### src/rtl/secure_register_bank.sv
// secure_register_bank: bank of thread-gated registers with per-register
// owner and write-lock, a saturating count of denied requests and a
// sticky alarm at a configurable threshold.
// Optional feature macro: SECURE_REG_LOCKOUT_EN -- when defined, a raised
// alarm denies every later request (including the privileged thread)
// until reset; when undefined the alarm is a status flag only.
module secure_register_bank #(
  parameter int unsigned DATA_WIDTH     = 32,
  parameter int unsigned NUM_REGS       = 8,
  parameter int unsigned TID_WIDTH      = 4,
  parameter int unsigned PRIV_TID       = 0,
  parameter logic [DATA_WIDTH-1:0] RESET_VALUE = '0,
  parameter int unsigned VIOL_CNT_WIDTH = 8,
  parameter int unsigned VIOL_THRESHOLD = 4,
  localparam int unsigned ADDR_WIDTH    = (NUM_REGS > 1) ? $clog2(NUM_REGS) : 1
) (
  input  logic                      clk,
  input  logic                      rst,
  input  logic                      access_en,
  input  logic [1:0]                op,
  input  logic [ADDR_WIDTH-1:0]     addr,
  input  logic [TID_WIDTH-1:0]      thread_id,
  input  logic [DATA_WIDTH-1:0]     data_in,
  output logic                      resp_valid,
  output logic                      resp_err,
  output logic [DATA_WIDTH-1:0]     data_out,
  output logic [NUM_REGS-1:0]       lock_status,
  output logic [VIOL_CNT_WIDTH-1:0] viol_count,
  output logic                      alarm
);

  localparam int unsigned CMP_WIDTH = ADDR_WIDTH + 1;
  localparam logic [1:0] OP_READ  = 2'b00;
  localparam logic [1:0] OP_WRITE = 2'b01;
  localparam logic [1:0] OP_LOCK  = 2'b10;
  localparam logic [1:0] OP_OWNER = 2'b11;

`ifdef SECURE_REG_LOCKOUT_EN
  localparam bit LOCKOUT = 1'b1;
`else
  localparam bit LOCKOUT = 1'b0;
`endif

  logic [DATA_WIDTH-1:0] regs  [NUM_REGS];
  logic [TID_WIDTH-1:0]  owner [NUM_REGS];

  logic                  in_range_c;
  logic                  is_priv_c;
  logic                  auth_c;
  logic                  locked_c;
  logic                  grant_c;
  logic [TID_WIDTH-1:0]  owner_c;
  logic [DATA_WIDTH-1:0] rdata_c;

  // Access decision for the request presented this cycle
  always_comb begin
    in_range_c = ({1'b0, addr} < CMP_WIDTH'(NUM_REGS));
    is_priv_c  = (thread_id == TID_WIDTH'(PRIV_TID));
    owner_c    = '0;
    locked_c   = 1'b0;
    rdata_c    = '0;
    grant_c    = 1'b0;
    if (in_range_c) begin
      owner_c  = owner[addr];
      locked_c = lock_status[addr];
      rdata_c  = regs[addr];
    end
    auth_c = in_range_c && (is_priv_c || (thread_id == owner_c));
    case (op)
      OP_READ:  grant_c = auth_c;
      OP_WRITE: grant_c = auth_c && !locked_c;
      OP_LOCK:  grant_c = in_range_c && is_priv_c;
      OP_OWNER: grant_c = in_range_c && is_priv_c && !locked_c;
      default:  grant_c = 1'b0;
    endcase
    if (LOCKOUT && alarm) grant_c = 1'b0;
  end

  // Register contents, owners and lock bits
  always_ff @(posedge clk) begin
    if (rst) begin
      for (int i = 0; i < int'(NUM_REGS); i++) begin
        regs[i]  <= RESET_VALUE;
        owner[i] <= TID_WIDTH'(PRIV_TID);
      end
      lock_status <= '0;
    end else if (access_en && grant_c) begin
      case (op)
        OP_WRITE: regs[addr]        <= data_in;
        OP_LOCK:  lock_status[addr] <= 1'b1;
        OP_OWNER: owner[addr]       <= data_in[TID_WIDTH-1:0];
        default:  ;
      endcase
    end
  end

  // One-cycle response, violation counter and sticky alarm
  always_ff @(posedge clk) begin
    if (rst) begin
      resp_valid <= 1'b0;
      resp_err   <= 1'b0;
      data_out   <= '0;
      viol_count <= '0;
      alarm      <= 1'b0;
    end else begin
      resp_valid <= access_en;
      resp_err   <= access_en && !grant_c;
      data_out   <= (access_en && grant_c && (op == OP_READ)) ? rdata_c : '0;
      if (access_en && !grant_c && (viol_count != '1)) begin
        viol_count <= viol_count + VIOL_CNT_WIDTH'(1);
        if ((viol_count + VIOL_CNT_WIDTH'(1)) == VIOL_CNT_WIDTH'(VIOL_THRESHOLD))
          alarm <= 1'b1;
      end
    end
  end

endmodule

### config.mk
export PLATFORM = sky130hd
export DESIGN_NAME = secure_register_bank
export DESIGN_NICKNAME = d
export VERILOG_FILES = /design/src/rtl/secure_register_bank.sv
export SDC_FILE = /design/constraint.sdc
export NUM_CORES = 1
export LEC_CHECK = 0
export ABC_AREA = 1
export CAP_MARGIN = 20
export CELL_PAD_IN_SITES_DETAIL_PLACEMENT = 1
export CELL_PAD_IN_SITES_GLOBAL_PLACEMENT = 1
export CORE_ASPECT_RATIO = 1.1
export CORE_MARGIN = 10
export CORE_UTILIZATION = 49
export CTS_CLUSTER_SIZE = 30
export DETAILED_ROUTE_END_ITERATION = 8
export HOLD_SLACK_MARGIN = 0.05
export PLACE_DENSITY = 0.78
export SYNTH_ARGS = -nofsm -noshare
export SYNTH_HDL_FRONTEND = slang
export SYNTH_SLANG_ARGS = --single-unit
### constraint.sdc
create_clock -name clk -period 7 [get_ports clk]
set_input_delay 2.1 -clock clk [delete_from_list [all_inputs] [get_ports clk]]
set_output_delay 2.1 -clock clk [all_outputs]
set_load 0.1 [all_outputs]
==> results_dict.tcl, run 1 <==
set metrics [dict create \
    outcome "completed" \
    insertedDiodeCount 0 \
    num_io_pins 95 \
    layout_min_cycle_time_ns 5.338 \
    leakagePower_nw 5.793 \
    cts_tree "done" \
    postRouteWirelength_um 45630 \
    grt_pass1_wl_um 69610 \
    rows 68 \
    grt_pass1_vias 11290 \
    grt_usage_pct 22.68 \
    setup_viol 0 \
    setup_tns_ns 0 \
    internal_power_mw 3.509 \
    slew_headroom_pct 30.10 \
    maxSlewViolCount 0 \
    cp_slowest_cell "o21ai_0" \
    hold_ws_ns 0.4550 \
    cp_data_arrival_time_ns 5.49 \
    detail_route.first_pass.iterations 5 \
    final_nets 1363 \
    worstMarginPinSlew_ns 1.048 \
    final_layout_size_suffix_gt1_share_pct 27.58 \
    grt-ovfl-total 0 \
    critPathRequiredTime_ns 7.16 \
    place_hpwl_um 25120 \
    hold_class "reg -> reg" \
    ys_types 33 \
    hold_violations 0 \
    clk_pin_slew_worst_paths_ns 0.06 \
    power_density_mw_per_mm2 251.2 \
    fill_cells 3107 \
    drc 0 \
    maxCapViolCount 0 \
    period_share_pct 76.26 \
    ys_ff_latch 339 \
    post_drt_wl_per_cell_um 25.85 \
    critical_path.top_delay_family "simple AND/OR/NAND/NOR gates" \
    coreArea_mm2 0.03140 \
    crit_path_max_fanout 26 \
    avgSynthCellArea_um2 12.47 \
    rsz0062_at_grt "false" \
    syn_to_final_growth_pct 16.34 \
    port_buffers 94 \
    cts.sinks 339 \
    ctsRootBufferMaster "clkbuf_16" \
    clock_skew_ns 0.01029 \
    dpl_cell_area_mm2 0.01694 \
    routed-via-count 10540 \
    finalPower_mw 4.567 \
    startpoint_type "input port" \
    placed_cells 1697 \
    synth_cells 1253 \
    seq_area_frac_synth_pct 61.88 \
    cts_setup_buffers 0 \
    combinationalPowerShare_pct 7.3 \
    crit_buf_inv 3 \
    cts_resized 0 \
    synth_area_leader_cell "edfxtp_1" \
    critPathCaptureType "flip-flop" \
    ir_worst_vdd_mv 0.2138 \
    drt_iter0_drc 967 \
    die-area_mm2 0.03944 \
    die_y_um 207.3 \
    fin_ws_ns 1.662 \
    max_stage_delay_ns 0.75 \
    cp_common_cell "nand2_1" \
    clockBufferDepth 3 \
    clkPwrFrac_pct 43.1 \
    yosysWarnings 0 \
    yosys-top-cells-area "edfxtp_1 55%, nor3_2 16%, dfxtp_1 6.5%, nand2_1 4.2%, a221oi_1 2.5%" \
    pre_cts_slack_ns 1.120 \
    final_cell_area_mm2 0.01818 \
    grt_max_degree 145 \
    worstPathCellList "clkdlybuf4s50_1 > inv_2 > nor2_2 > nand3_1 > nand2_1 > nor2_1 > nand2_1 > nand3_1 > nor2_1 > nand2_1 > nand2_1 > nand2_1 > buf_4 > nor2_2 > nand2_1 > o21ai_0" \
    netlist_area_mm2 0.01562 \
    antenna_left 0 \
    clk_latency_ns 0.52 \
    p_seq_share_pct 49.6 \
    crit_type "in -> reg" \
    start_util_pct 49.77 \
    clock.fmax_mhz 187.3 \
    grt_antenna_before_repair 0 \
    numCtsBuffers 37 \
    hold_buffers 0 \
    synth_top_area_share_pct 55.35 \
    gp_congestion 0.8269 \
    viasPerCell 5.971 \
    htree_levels 2 \
    final_core_util_pct 57.90 \
    instances_no_fill 1765 \
    p_sw_mw 1.059 \
    die_w_um 190.3 \
    syn-num-nets 1299 \
    swShare_pct 23.18 \
]
## flip-flops by register name, summed over array words and instances, names as in the netlist
| register | cells |
|---|---|
| alarm | 1 |
| data_out | 32 |
| regs | 256 |
| resp_err | 1 |
| owner | 32 |
| viol_count | 8 |
| resp_valid | 1 |
| lock_status | 8 |
## power by group through the flow
stage | sequential [mW] | combinational, mW | clock [mW]
2_1_floorplan | 2.33 | 0.167 | 0
3_5_place_dp | 2.31 | 0.328 | 0
5_1_grt | 2.27 | 0.352 | 2.07
4_1_cts | 2.27 | 0.330 | 1.99
3_3_place_gp | 2.30 | 0.320 | 0
6_report | 2.27 | 0.332 | 1.97
## worst paths after layout
| path | slack (ns) | startpoint | endpoint | cells after the start |
|---|---|---|---|---|
| max | 1.66 | addr[1] | owner[2][2] | 16 |
| min | 0.46 | alarm | alarm | 2 |
| max reg2reg | 3.75 | owner[0][2] | owner[2][2] | 14 |
| min reg2reg | 0.46 | alarm | alarm | 2 |
## kinds of logic (layout without fill, tap and decap cells)
logic type | after synthesis | count (layout) | share of synthesized area (%)
and+or+nand+nor | 550 | 550 | 24.29
AOI/OAI and AO/OA | 165 | 165 | 7.423
xor gates and xnor gates | 5 | 5 | 0.2803
DFF | 339 | 339 | 61.88
adders and majority gates | 2 | 2 | 0.1601
buffers and inverters | 192 | 284 | 5.966
## routing by layer
layer | part of all wire, % | GRT usage, % | vias up
li1 | - | - | 4678
met1 | 41 | 28.95 | 5390
met2 | 51 | 39.02 | 381
met3 | 6.2 | 3.243 | 89
met4 | 2.4 | 6.607 | 0
met5 | 0 | 0 | -
## cell type report
cell class	count	area [um^2]	area share, %
clock inverter	12	165.2	0.9085
sequential	339	9669	53.19
clock buffer	55	1046	5.754
multi-input combinational	722	5156	28.36
timing repair buffer	129	1286	7.075
tap	420	525.5	2.891
inverter	88	330.3	1.817
## Yosys cell counts (all sizes together)
cell      n
a211oi    4
a21oi    43
a221oi   44
a22o     26
a22oi    16
a31oi     1
a32o      4
and3     12
buf      40
clkbuf   64
clkinv   29
dfxtp    51
edfxtp  288
ha        2
inv      59
nand2   173
nand3    26
nand3b    1
nand4     3
nor2     41
nor3    292
nor4      1
o21ai    27
or2       1
xnor2     1
xor2      4
## worst min-delay path, cell delays in order, from the launching register on
cell and delay (ns):
dfxtp_1 0.31, inv_1 0.05, a21oi_1 0.05
## layout by cell type (no fill, tap or decap), types with 5 or more instances in the layout
cell and instances:
a21oi_1 43, a221oi_1 44, a22o_1 26, a22oi_1 16, and3_1 12, buf_12 5
buf_4 29, clkbuf_1 15, clkbuf_16 39, clkdlybuf4s50_1 94, clkinv_1 30, clkinv_2 5
dfxtp_1 51, edfxtp_1 288, inv_1 49, inv_2 10, nand2_1 167, nand2_2 5
nand3_1 26, nor2_1 36, nor3_1 36, nor3_2 256, o21ai_0 19, o21ai_4 8
(Power assumes the default switching activity.)
==> run 2: changes to the inputs <==
--- a/config.mk
+++ b/config.mk
@@ -11,11 +11,11 @@
 export CELL_PAD_IN_SITES_GLOBAL_PLACEMENT = 1
 export CORE_ASPECT_RATIO = 1.1
 export CORE_MARGIN = 10
-export CORE_UTILIZATION = 49
+export CORE_UTILIZATION = 44
 export CTS_CLUSTER_SIZE = 30
 export DETAILED_ROUTE_END_ITERATION = 8
 export HOLD_SLACK_MARGIN = 0.05
-export PLACE_DENSITY = 0.78
+export PLACE_DENSITY = 0.74
 export SYNTH_ARGS = -nofsm -noshare
 export SYNTH_HDL_FRONTEND = slang
 export SYNTH_SLANG_ARGS = --single-unit
==> constraint.sdc (replaced) <==
create_clock -name clk -period 4.9 [get_ports clk]
set_input_delay 1.47 -clock clk [delete_from_list [all_inputs] [get_ports clk]]
set_output_delay 1.47 -clock clk [all_outputs]
set_load 0.1 [all_outputs]
==> run 2 against run 1 <==
Cell count is 1.9% higher. Largest cell class unchanged. Via count is 0.14% lower. Worst hold slack better by 0.0074 ns.
==> results_dict.tcl, run 2 (synthesized netlist as in run 1, its figures left out) <==
set metrics [dict create \
    critical_path.top_delay_family "simple AND/OR/NAND/NOR gates" \
    cp_slowest_cell "buf_12" \
    die_w_um 199.7 \
    final_nets 1371 \
    post_drt_wl_per_cell_um 25.01 \
    final_cell_mix "288 x edfxtp_1, 256 x nor3_2, 167 x nand2_1" \
    clock_skew_ns 0.02282 \
    startpoint_type "input port" \
    slew_headroom_pct 32.36 \
    max_stage_delay_ns 0.60 \
    clockBufferDepth 3 \
    drt_iter0_drc 640 \
    worst-path-stages 14 \
    setup_viol 0 \
    final_common_cell "edfxtp_1" \
    ir_worst_vdd_mv 0.2497 \
    cp_common_cell "nand2_1" \
    htree_levels 2 \
    maxCapViolCount 0 \
    cp_data_arrival_time_ns 4.58 \
    grtUsageMet2_pct 35.12 \
    rrSetupSlack_ns 2.23 \
    worstMarginPinSlew_ns 1.011 \
    critPathCaptureType "flip-flop" \
    clk_latency_ns 0.54 \
    layout_min_cycle_time_ns 4.323 \
    cts_setup_buffers 0 \
    maxSlewViolCount 0 \
    die_y_um 217.6 \
    crit_path_max_fanout 110 \
    clk_pin_slew_worst_paths_ns 0.06 \
    numCtsBuffers 37 \
    cts_tree "done" \
    syn_to_final_growth_pct 16.68 \
    hold_violations 0 \
    hold_class "reg -> reg" \
    crit_type "in -> reg" \
    ctsRootBufferMaster "clkbuf_16" \
    power_density_mw_per_mm2 349.9 \
    largest_reg_flops 256 \
    leakagePower_nw 5.812 \
    drc 0 \
    clock.fmax_mhz 231.3 \
    pre_cts_slack_ns 0.07672 \
    routed-via-count 10520 \
    reg2reg_from "owner[6][2]" \
    postRouteWirelength_um 44960 \
    die-area_mm2 0.04346 \
    start_util_pct 44.47 \
    cts.sinks 339 \
    coreArea_mm2 0.03513 \
    critPathRequiredTime_ns 5.15 \
    fill_cells 3546 \
    grt-ovfl-total 0 \
    outcome "completed" \
    startpoint "addr[1]" \
    rows 72 \
    largestRegisters "regs: 256 flops, data_out: 32 flops, owner: 32 flops" \
    crit_buf_inv 2 \
    hold_buffers 0 \
    grt_pass1_vias 11160 \
    r2r_cells 14 \
    r2r_end "regs[3][2]" \
    grt_pass1_wl_um 68430 \
    met3_usage_pct 2.855 \
    insertedDiodeCount 0 \
    period_share_pct 88.22 \
    rsz0062_at_grt "false" \
    cts_resized 0 \
    port_buffers 94 \
    grt_max_degree 113 \
    top_register "regs" \
    top_usage_layer "met2" \
    detail_route.first_pass.iterations 5 \
    setup_tns_ns 0 \
    grt_usage_pct 20.68 \
    worstPathCellList "clkdlybuf4s50_1 > nor2_1 > nand3_1 > nand2_1 > o21ai_0 > nand3_1 > nor2_1 > nand2_1 > nand2_1 > nand2_1 > nor2_2 > nand2_4 > buf_12 > nor3_2" \
    place_hpwl_um 24870 \
    finalPower_mw 6.380 \
    final_layout_size_suffix_gt1_share_pct 27.62 \
    viasPerCell 5.853 \
    num_io_pins 95 \
    cp-endpoint "regs[1][29]" \
    gp_congestion 0.7969 \
    antenna_left 0 \
    grt_antenna_before_repair 0 \
    grt_use_met1_pct 27.02 \
    fin_ws_ns 0.5773 \
]
[run 2: cell count changes in the layout (fill, tap and decap cells not counted), moves of 2 or more]
cell,change
clkbuf_8,+2
bufinv_16,-4
buf_4,+5
clkinv_1,+8
buf_12,+4
clkinv_2,-3
clkbuf_1,-2
[run 2: where the power goes]
group / total (mW) / leakage, nW / switching, mW / internal [mW]
Sequential: 3.23 / 3.39 / 0.0298 / 3.20
Clock: 2.66 / 0.556 / 1.12 / 1.54
Combinational: 0.485 / 1.86 / 0.365 / 0.120
[run 2: worst min path at each step]
| stage | startpoint | end | slack [ns] | cells after the start |
|---|---|---|---|---|
| after global routing | alarm | alarm | 0.48 | 2 |
| after floorplan | regs[7][1] | data_out[1] | 0.49 | 2 |
| after global placement | alarm | alarm | 0.45 | 2 |
| final | alarm | alarm | 0.46 | 2 |
| after detailed placement | alarm | alarm | 0.45 | 2 |
| after CTS | alarm | alarm | 0.47 | 2 |
[run 2: cell type report]
class	instances	area, um^2	area share, %
clock buffers	56	1091	5.985
clock inverters	12	52.55	0.2882
inverters	88	330.3	1.812
multi-input cells	722	5156	28.28
flip-flops and latches	339	9669	53.04
well taps	444	555.5	3.047
repair buffers	137	1376	7.549
[run 2: worst reg2reg max path, delay by kind of cell (launching register included)]
| kind | cells | cell delay (ns) |
|---|---|---|
| compound gates | 2 | 0.40 |
| buf+inv | 2 | 0.45 |
| simple gates | 10 | 1.10 |
| flops | 1 | 0.36 |
[run 2: stage by stage]
stage | hold slack, ns | util (%) | cells | area [um^2]
after global routing | 0.4829 | 51.89 | 1798 | 18230
after detailed placement | 0.4494 | 48.64 | 1730 | 17090
after CTS | 0.4674 | 51.89 | 1798 | 18230
after global placement | 0.4519 | 48.64 | 1730 | 17090
after floorplan | 0.4925 | - | 1253 | 15630
final | 0.4624 | 51.89 | 1798 | 18230
[run 2: layer usage]
metal / up-vias / share of wire (%)
met2: 312 / 50
met4: 0 / 2.1
met1: 5447 / 43
li1: 4701 / -
met3: 63 / 5.3
met5: - / 0
